===== config.mk =====
export PLATFORM = sky130hd
export DESIGN_NAME = spi_ad_master
export DESIGN_NICKNAME = d
export VERILOG_FILES = /design/src/rtl/spi_ad_pkg.sv /design/src/rtl/spi_sclk_gen.sv /design/src/rtl/spi_ad_master.sv
export SDC_FILE = /design/constraint.sdc
export NUM_CORES = 1
export LEC_CHECK = 0
export ABC_AREA = 1
export CORE_UTILIZATION = 48
export DETAILED_ROUTE_END_ITERATION = 12
export HOLD_SLACK_MARGIN = 0.1
export PLACE_DENSITY = 0.72
export SETUP_SLACK_MARGIN = 0.2
export SYNTH_ARGS = -nofsm -noshare
export SYNTH_HDL_FRONTEND = slang
export SYNTH_HIERARCHICAL = 1
export SYNTH_SLANG_ARGS = --single-unit
export TNS_END_PERCENT = 30

===== constraint.sdc =====
create_clock -name clk -period 2.1 [get_ports clk]
set_input_delay 0.315 -clock clk [delete_from_list [all_inputs] [get_ports clk]]
set_output_delay 0.315 -clock clk [all_outputs]
set_load 0.005 [all_outputs]

===== src/rtl/spi_ad_pkg.sv =====
// Shared types and helpers for the ADC/DDC configuration SPI master.
package spi_ad_pkg;

  typedef enum logic [2:0] {
    IDLE,
    SETUP,
    SHIFT,
    HOLD,
    GAP
  } state_t;

  localparam logic RW_READ  = 1'b1;
  localparam logic RW_WRITE = 1'b0;

  // One frame is the R/W bit followed by the address and data fields.
  function automatic int frame_len(input int addr_w, input int data_w);
    return 1 + addr_w + data_w;
  endfunction

  // Width needed to count 0..n-1, never narrower than one bit.
  function automatic int cnt_w(input int n);
    return (n <= 1) ? 1 : $clog2(n);
  endfunction

endpackage


===== src/rtl/spi_sclk_gen.sv =====
// SCLK half-period timing: strobes mark the clk edge that ends a low half
// (rise_en) or a high half (fall_en). Runs only while en is high.
module spi_sclk_gen
  import spi_ad_pkg::*;
#(
  parameter int CLK_DIV = 2
) (
  input  logic clk,
  input  logic rst,
  input  logic en,
  output logic rise_en,
  output logic fall_en
);

  localparam int DW = cnt_w(CLK_DIV);
  localparam logic [DW-1:0] DIV_LAST = DW'(CLK_DIV - 1);

  logic [DW-1:0] div_cnt;
  logic          phase;     // 0 = low half, 1 = high half
  logic          half_end;

  // Divider counter and half-period phase; parked at the start of a low half when idle.
  always_ff @(posedge clk or negedge rst) begin
    if (!rst) begin
      div_cnt <= '0;
      phase   <= 1'b0;
    end else if (!en) begin
      div_cnt <= '0;
      phase   <= 1'b0;
    end else if (div_cnt == DIV_LAST) begin
      div_cnt <= '0;
      phase   <= ~phase;
    end else begin
      div_cnt <= div_cnt + DW'(1);
    end
  end

  assign half_end = en && (div_cnt == DIV_LAST);
  assign rise_en  = half_end && !phase;
  assign fall_en  = half_end && phase;

endmodule


===== src/rtl/spi_ad_master.sv =====
// SPI master for converter configuration ports: one R/W + address + data
// frame per request, MSB first, mode 0, 3-wire or 4-wire readback.
module spi_ad_master
  import spi_ad_pkg::*;
#(
  parameter int ADDR_W   = 15,
  parameter int DATA_W   = 8,
  parameter int CLK_DIV  = 2,
  parameter int CS_SETUP = 2,
  parameter int CS_HOLD  = 2,
  parameter int IDLE_GAP = 2
) (
  input  logic              clk,
  input  logic              rst,
  input  logic              start,
  input  logic              rw,
  input  logic [ADDR_W-1:0] addr,
  input  logic [DATA_W-1:0] wdata,
  output logic              busy,
  output logic              done,
  output logic [DATA_W-1:0] rdata,
  output logic              csb,
  output logic              sclk,
  output logic              sdi,
  output logic              sdi_oe,
  input  logic              sdo
);

  localparam int N    = frame_len(ADDR_W, DATA_W);
  localparam int BW   = cnt_w(N + 1);
  localparam int PMAX = (CS_SETUP > CS_HOLD) ?
                        ((CS_SETUP > IDLE_GAP) ? CS_SETUP : IDLE_GAP) :
                        ((CS_HOLD > IDLE_GAP) ? CS_HOLD : IDLE_GAP);
  localparam int PW   = cnt_w(PMAX);

  localparam logic [PW-1:0] SETUP_LAST = PW'(CS_SETUP - 1);
  localparam logic [PW-1:0] HOLD_LAST  = PW'(CS_HOLD - 1);
  localparam logic [PW-1:0] GAP_LAST   = PW'(IDLE_GAP - 1);
  localparam logic [BW-1:0] ADDR_LAST  = BW'(ADDR_W);
  localparam logic [BW-1:0] BIT_LAST   = BW'(N - 1);

  state_t            state;
  logic [PW-1:0]     cnt;       // cycles spent in SETUP / HOLD / GAP
  logic [BW-1:0]     bit_cnt;   // index of the bit currently on the wire
  logic [N-2:0]      shreg;     // bits still to send after the one on sdi
  logic              rw_q;
  logic [DATA_W-1:0] cap;
  logic              shift_en;
  logic              rise_en;
  logic              fall_en;

  assign shift_en = (state == SHIFT);

  spi_sclk_gen #(
    .CLK_DIV(CLK_DIV)
  ) u_sclk_gen (
    .clk    (clk),
    .rst    (rst),
    .en     (shift_en),
    .rise_en(rise_en),
    .fall_en(fall_en)
  );

  // Frame sequencer; every pin and status output is a register of this block.
  // NOTE: all state here uses non-blocking assignments so every branch sees
  // the pre-edge values, exactly like the flops it describes.
  always_ff @(posedge clk or negedge rst) begin
    if (!rst) begin
      state   <= IDLE;
      cnt     <= '0;
      bit_cnt <= '0;
      shreg   <= '0;
      rw_q    <= RW_WRITE;
      cap     <= '0;
      busy    <= 1'b0;
      done    <= 1'b0;
      rdata   <= '0;
      csb     <= 1'b1;
      sclk    <= 1'b0;
      sdi     <= 1'b0;
      sdi_oe  <= 1'b0;
    end else begin
      done <= 1'b0;
      unique case (state)
        IDLE: begin
          // A start coinciding with the done pulse is dropped on purpose.
          if (start && !done) begin
            rw_q   <= rw;
            shreg  <= {addr, wdata};
            busy   <= 1'b1;
            csb    <= 1'b0;
            sdi    <= rw;
            sdi_oe <= 1'b1;
            cnt    <= '0;
            state  <= SETUP;
          end
        end
        SETUP: begin
          if (cnt == SETUP_LAST) begin
            cnt     <= '0;
            bit_cnt <= '0;
            state   <= SHIFT;
          end else begin
            cnt <= cnt + PW'(1);
          end
        end
        SHIFT: begin
          if (rise_en) sclk <= 1'b1;
          if (fall_en) begin
            sclk  <= 1'b0;
            shreg <= {shreg[N-3:0], 1'b0};
            if (rw_q == RW_READ && bit_cnt > ADDR_LAST)
              cap <= {cap[DATA_W-2:0], sdo};
            // On a read the pad turns around once the address is out.
            if (rw_q == RW_READ && bit_cnt >= ADDR_LAST) begin
              sdi    <= 1'b0;
              sdi_oe <= 1'b0;
            end else begin
              sdi <= shreg[N-2];
            end
            if (bit_cnt == BIT_LAST) begin
              cnt   <= '0;
              state <= HOLD;
            end else begin
              bit_cnt <= bit_cnt + BW'(1);
            end
          end
        end
        HOLD: begin
          if (cnt == HOLD_LAST) begin
            cnt    <= '0;
            csb    <= 1'b1;
            sdi    <= 1'b0;
            sdi_oe <= 1'b0;
            state  <= GAP;
          end else begin
            cnt <= cnt + PW'(1);
          end
        end
        GAP: begin
          if (cnt == GAP_LAST) begin
            cnt   <= '0;
            busy  <= 1'b0;
            done  <= 1'b1;
            if (rw_q == RW_READ) rdata <= cap;
            state <= IDLE;
          end else begin
            cnt <= cnt + PW'(1);
          end
        end
        default: state <= IDLE;
      endcase
    end
  end

endmodule


# Yosys cells after proc, flatten, opt, wreduce, memory -nomap -nowiden
# Cells that the tools add are included.
[op_classes]
order_cmp = 2
eq_ne = 14
addsub = 3
muxes = 39
n_reduce_logical = 29
bitwise = 1
[op_table]
columns = ["operator", "n"]
rows = [
  ["two-way mux 23 bit", 2],
  ["case mux 23 bit (2 select lines)", 1],
  ["two-way mux 1 bit", 20],
  ["two-way mux 3 bit", 6],
  ["inequality test 2 bit, second input constant", 9],
  ["two-way mux 5 bit", 3],
  ["case mux 3 bit (5 select lines)", 1],
  ["AND reduction 3 bit", 5],
  ["AND reduction 4 bit", 3],
  ["case mux 5 bit (2 select lines)", 1],
  ["nonzero test 2 bit", 5],
  ["case mux 1 bit (3 select lines)", 3],
  ["== test 3 x 2 -> 1 bit, second input constant", 2],
  ["logical AND 1 bit", 6],
  ["AND reduction 6 bit", 1],
  ["nonzero test 3 bit", 2],
  ["adder 5 x 1 -> 5 bit, second input constant", 1],
  ["== test 5 bit, second input constant", 1],
  ["greater-or-equal comparator 5 x 4 -> 1 bit, second input constant", 1],
  ["> comparator 5 x 4 -> 1 bit, second input constant", 1],
  ["AND reduction 5 bit", 1],
  ["case mux 1 bit (2 select lines)", 2],
  ["AND reduction 2 bit", 2],
  ["== test 3 x 1 -> 1 bit, second input constant", 1],
  ["6 further kinds", 8],
]
[totals]
out_inout_bits = 14
elab_cells = 103
inputBits = 28
regBits = 57

# Logic depth before layout (Yosys ltp)
[depth]
word_depth = 5
mapped_depth = 13
mapped_depth_nobuf = 11

# Cells and area by module
# The synthesis kept the hierarchy.
[modules_own_cells]
columns = ["mod", "n_inst", "seq_area_each_um2", "area_each_um2", "cells_each"]
rows = [
  ["spi_ad_master", 1, 1377.6, 2650.0, 306],
  ["spi_sclk_gen", 1, 50.0, 90.1, 12],
]

# Worst setup path after synthesis
# No wires, ideal clock.
[synth_path]
path_type = "register -> register"
startpoint = "register state[2]"
endpoint = "register bit_cnt[0]"
required_time_ns = 1.971
arrival_time_ns = 1.887
path_buffers = 2
setup_ns = 0.129
period_less_slack_ns = 2.016
path_slack_ns = 0.084
stages_incl_launch_ff = 12
cell_sequence = "dfrtp_1 > inv_2 > nand2_2 > nor2_8 > buf_6 > buf_4 > nand2_1 > nor2_1 > nand3b_1 > o21ai_1 > a21oi_4 > o21ai_0"
[synth_via]
elab_chain_len = 5
word_cells_on_any_way = 10
classes_between = "eq/ne (5); mux (1); reduce/logical (4)"
[synth_rtl]
columns = ["element", "line", "source"]
rows = [
  ["start, declared", "spi_ad_master.sv:42", "state_t state;"],
  ["start signal, assigned", "spi_ad_master.sv:69", "state <= IDLE;"],
  ["start signal, assigned", "spi_ad_master.sv:95", "state <= SETUP;"],
  ["start signal, assigned", "spi_ad_master.sv:102", "state <= SHIFT;"],
  ["== test 3 x 2 -> 1 bit", "spi_ad_master.sv:52", "assign shift_en = (state == SHIFT);"],
  ["via shift_en", "spi_ad_master.sv:48", "logic shift_en;"],
  ["logical AND 1 bit", "spi_sclk_gen.sv:38", "assign half_end = en && (div_cnt == DIV_LAST);"],
  ["logical AND 1 bit", "spi_sclk_gen.sv:40", "assign fall_en = half_end && phase;"],
  ["via fall_en", "spi_ad_master.sv:50", "logic fall_en;"],
  ["inequality test 2 bit (no line)", "n/a", ""],
  ["AND reduction 4 bit (no line)", "n/a", ""],
  ["end signal, assigned", "spi_ad_master.sv:125", "bit_cnt <= bit_cnt + BW'(1);"],
  ["end, declared", "spi_ad_master.sv:44", "logic [BW-1:0] bit_cnt;"],
]
# The timed path passes the listed nets, and every way through them passes these cells.
# A chain may end at the register's enable or synchronous reset.

# Final worst setup path
[layout_path]
startpoint = "register state[0]"
endpoint = "register sdi_oe"
[layout_via]
elab_chain_len = 5
word_cells_on_any_way = 12
classes_between = "eq/ne (6); mux (1); reduce/logical (5)"
[layout_rtl]
columns = ["element", "line", "source"]
rows = [
  ["== test 3 x 2 -> 1 bit", "spi_ad_master.sv:52", ""],
  ["logical AND 1 bit", "spi_sclk_gen.sv:38", ""],
  ["logical AND 1 bit", "spi_sclk_gen.sv:40", ""],
  ["via fall_en", "spi_ad_master.sv:50", ""],
  ["inequality test 2 bit (no line)", "n/a", ""],
  ["AND reduction 5 bit (no line)", "n/a", ""],
  ["end signal, assigned", "spi_ad_master.sv:81", "sdi_oe <= 1'b0;"],
  ["end signal, assigned", "spi_ad_master.sv:93", "sdi_oe <= 1'b1;"],
  ["end signal, assigned", "spi_ad_master.sv:117", "sdi_oe <= 1'b0;"],
  ["end, declared", "spi_ad_master.sv:25", "output logic sdi_oe,"],
]
# The timed path passes the listed nets, and every way through them passes these cells.

==> qor.csv <==
stage,metric,value,unit
final_layout,most-common-layout-cells,"nand2_1, dfrtp_1, inv_1, clkdlybuf4s50_1, o21ai_1",
route,dr.pass1.iters,4,
global_route,grtUsageTotal,19.74,%
critical_path,cp.required,2.31,ns
critical_path,rr_startpoint,state[0]$_DFFE_PN0P_,
power,comb_power_share,37.3,%
cts,cts_tree,done,
global_route,grt_pass1_vias,2063,
floorplan,die-area,0.006015,sq mm
yosys,synth_cells,318,
placed_design,gp_congestion,0.7996,
critical_path,reg2reg_slack,0.26,ns
route,vias,2222,
cts,cts_num_sinks,57,
route,ant_nets,0,
final_layout,antenna_cells,0,
timing,finalSetupTns,0,ns
placed_design,place_hpwl,3520,um
final_layout,areaGrowthSynthToFinish,25.75,%
timing,finalHoldViolCount,0,
route,drt_iter0_drc,96,
floorplan,die_h,77.56,um
route,drc,0,
flow_run,drv_cap,0,
hold_path,hp-class,flop to flop,
final_layout,final_common_cell,nand2_1,
critical_path,crit_fanout,7,
floorplan,rows,27,
yosys,ys_seq_area_share,52.10,%
yosys,ys_warn_count,6,
timing,maxSlewViolCount,0,
cts,cts_buffers,9,
placed_design,post-place-ws,0.2357,ns
cts,ctsHtreeMaxLevel,3,
route,via_per_inst,5.039,
cts,worstSkewPairLatency,0.32,ns
critical_path,r2r_end,sdi_oe$_DFFE_PN0P_,
critical_path,cp-endpoint,sdi_oe$_DFFE_PN0P_,
timing,max_slew_margin,79.97,%
floorplan,core_area,0.005507,sq mm
critical_path,cp-start-kind,flop,
power,switching_share,37.60,%
power,internal_power,0.002641,W
final_layout,drive_gt1_share,12.47,%
global_route,grt_max_degree,58,
timing,final.setup_skew,0.005832,ns
critical_path,cp-end-kind,flop,
critical_path,setup.worst_path.start,state[0]$_DFFE_PN0P_,
yosys,ys_types,29,
floorplan,io_pins,42,
timing,rsz0062_at_grt,yes,
floorplan,start_util,49.76,%
placed_design,port_buffers,41,
cts,cts_root_buf,clkbuf_8,
run_status,outcome,completed,
critical_path,arrival,2.05,ns
timing,fin_crit_sh,87.63,%
timing,finalWorstSetupSlack,0.2597,ns
yosys,synth_nets,348,
critical_path,criticalPathCategory,flop to flop,
power,p_per_area,1228,mW/mm^2
timing,finalSetupViolCount,0,
cts,clkTransAtPathRegs,0.06,ns
route,wire_per_inst,12.00,um
timing,tightest_slew,0.2995,ns
power,vdd_ir_drop_max,0.6582,mV
yosys,postSynthAreaPerCell,8.617,sq um
cts,ctsLongestPathBuffers,2,
yosys,netlist_area,0.002740,sq mm
timing,min_period,1.840,ns
timing,max_freq,543.4,MHz
route,wl,5293,um
global_route,grt.overflow.total,0,
power,netSwitchingPower,0.001591,W
power,pwr-share-seq,38.9,%
final_layout,fillers,487,
hold_path,hold_path_depth,2,
power,p_leak,1.606,nW
power,p_clk_share,23.8,%
final_layout,nNetsFinal,395,
global_route,grt_pass1_wl,9142,um
global_route,grt_antenna_before_repair,0,
yosys,synth-seq-cells,57,
floorplan,die-width,77.56,um
critical_path,worstRegToRegCells,12,
## Yosys cell counts
cell | instances | area, sq um
inv_2 | 4 | 15.01
a21oi_4 | 1 | 16.27
nand3b_1 | 1 | 7.510
nor2_2 | 1 | 6.260
dfrtp_1 | 56 | 1401
nor3_1 | 1 | 5.000
o21ai_0 | 15 | 75.07
buf_6 | 3 | 33.78
o211ai_1 | 20 | 150.1
o21ai_2 | 4 | 35.03
o21ai_1 | 24 | 120.1
nand4_4 | 1 | 21.27
nor2_1 | 17 | 63.81
nand4_1 | 2 | 12.51
nor2_8 | 1 | 20.02
a21oi_2 | 1 | 8.760
nand2_4 | 2 | 22.52
nand2_2 | 4 | 25.02
nand3_1 | 19 | 95.09
nor2_4 | 2 | 22.52
buf_2 | 4 | 20.02
ha_1 | 2 | 25.02
buf_4 | 3 | 22.52
nand2_1 | 81 | 304.0
a21oi_1 | 2 | 10.01
a31oi_1 | 1 | 6.260
dfstp_2 | 1 | 26.28
clkbuf_1 | 2 | 7.510
inv_1 | 43 | 161.4
## sequential cells by signal (all words and copies together), names as in the netlist, 3 cells and up
register,cells
bit_cnt,5
cap,8
rdata,8
shreg,23
state,3
## per-stage QoR
step	cell area [sq um]	instances	util (%)	power, W	hold slack, ns
global placement	3194	422	58.01	0.003093	0.3418
floorplan	2751	318	-	0.002777	0.01941
CTS	3400	438	61.74	0.004178	0.4662
finish	3446	441	62.58	0.004232	0.4627
global route	3446	441	62.58	0.004561	0.4923
detailed placement	3194	422	58.01	0.003141	0.3396
## how the worst min path moves through the flow
stage          slack (ns)            start                     end
2_1_floorplan        0.02              rst  bit_cnt[0]$_DFFE_PN0P_
3_3_place_gp         0.34              rst    state[0]$_DFFE_PN0P_
3_5_place_dp         0.34              rst    state[0]$_DFFE_PN0P_
4_1_cts              0.47  csb$_DFFE_PN1P_         csb$_DFFE_PN1P_
5_1_grt              0.49  csb$_DFFE_PN1P_         csb$_DFFE_PN1P_
6_report             0.46  csb$_DFFE_PN1P_         csb$_DFFE_PN1P_
## power groups by stage
stage	logic, W	clock network, W	registers (W)
2_1_floorplan	0.00118	0	0.00159
3_3_place_gp	0.00145	0	0.00164
3_5_place_dp	0.00149	0	0.00165
4_1_cts	0.00150	0.00103	0.00164
5_1_grt	0.00180	0.00108	0.00168
6_report	0.00158	0.00101	0.00164
## what timing repair did
item | CTS | global route
setup buffers | 0 | 2
hold buffers | 1 | 0
gates resized for setup | 0 | 5
hold endpoints to repair | 56 | 0
endpoints found under the setup margin | 0 | 36
## cell families after synthesis
group | after synthesis | share of synthesized area [%]
AO/OA/AOI/OAI | 68 | 15.39
adder cells (fa/ha/maj) | 2 | 0.9131
buffers and inverters | 59 | 9.497
flip-flops | 57 | 52.10
AND/OR/NAND/NOR | 132 | 22.10
## worst max-delay path, cell delays in order, from the launching register on
cell and delay [ns]:
dfrtp_2 0.46, inv_2 0.07, nand2_2 0.09, nor2_8 0.09, nand2_1 0.11, nor2_4 0.19
nand3b_1 0.21, buf_4 0.13, nand3_1 0.11, inv_1 0.10, nand2_1 0.06, nand2_1 0.05
nand2_1 0.04
## cell type report
type                    instances  area, sq um  area share [%]
multi-input cells             203         1086           31.52
clock buffers                  12        155.1           4.503
well taps                      72        90.09           2.614
repair buffers                 47        469.2           13.62
inverters                      47        176.4           5.120
flip-flops and latches         57         1429           41.47
clock inverters                 3        40.04           1.162
## routing by layer
layer | global-route usage, % | vias up | share of wire, %
met3 | 4.941 | 6 | 3.7
met4 | 10.75 | 0 | 1.2
met5 | 0 | - | 0
met1 | 25.85 | 1038 | 48
li1 | - | 1128 | -
met2 | 30.00 | 50 | 47
Power figures use the tool's default switching activity.
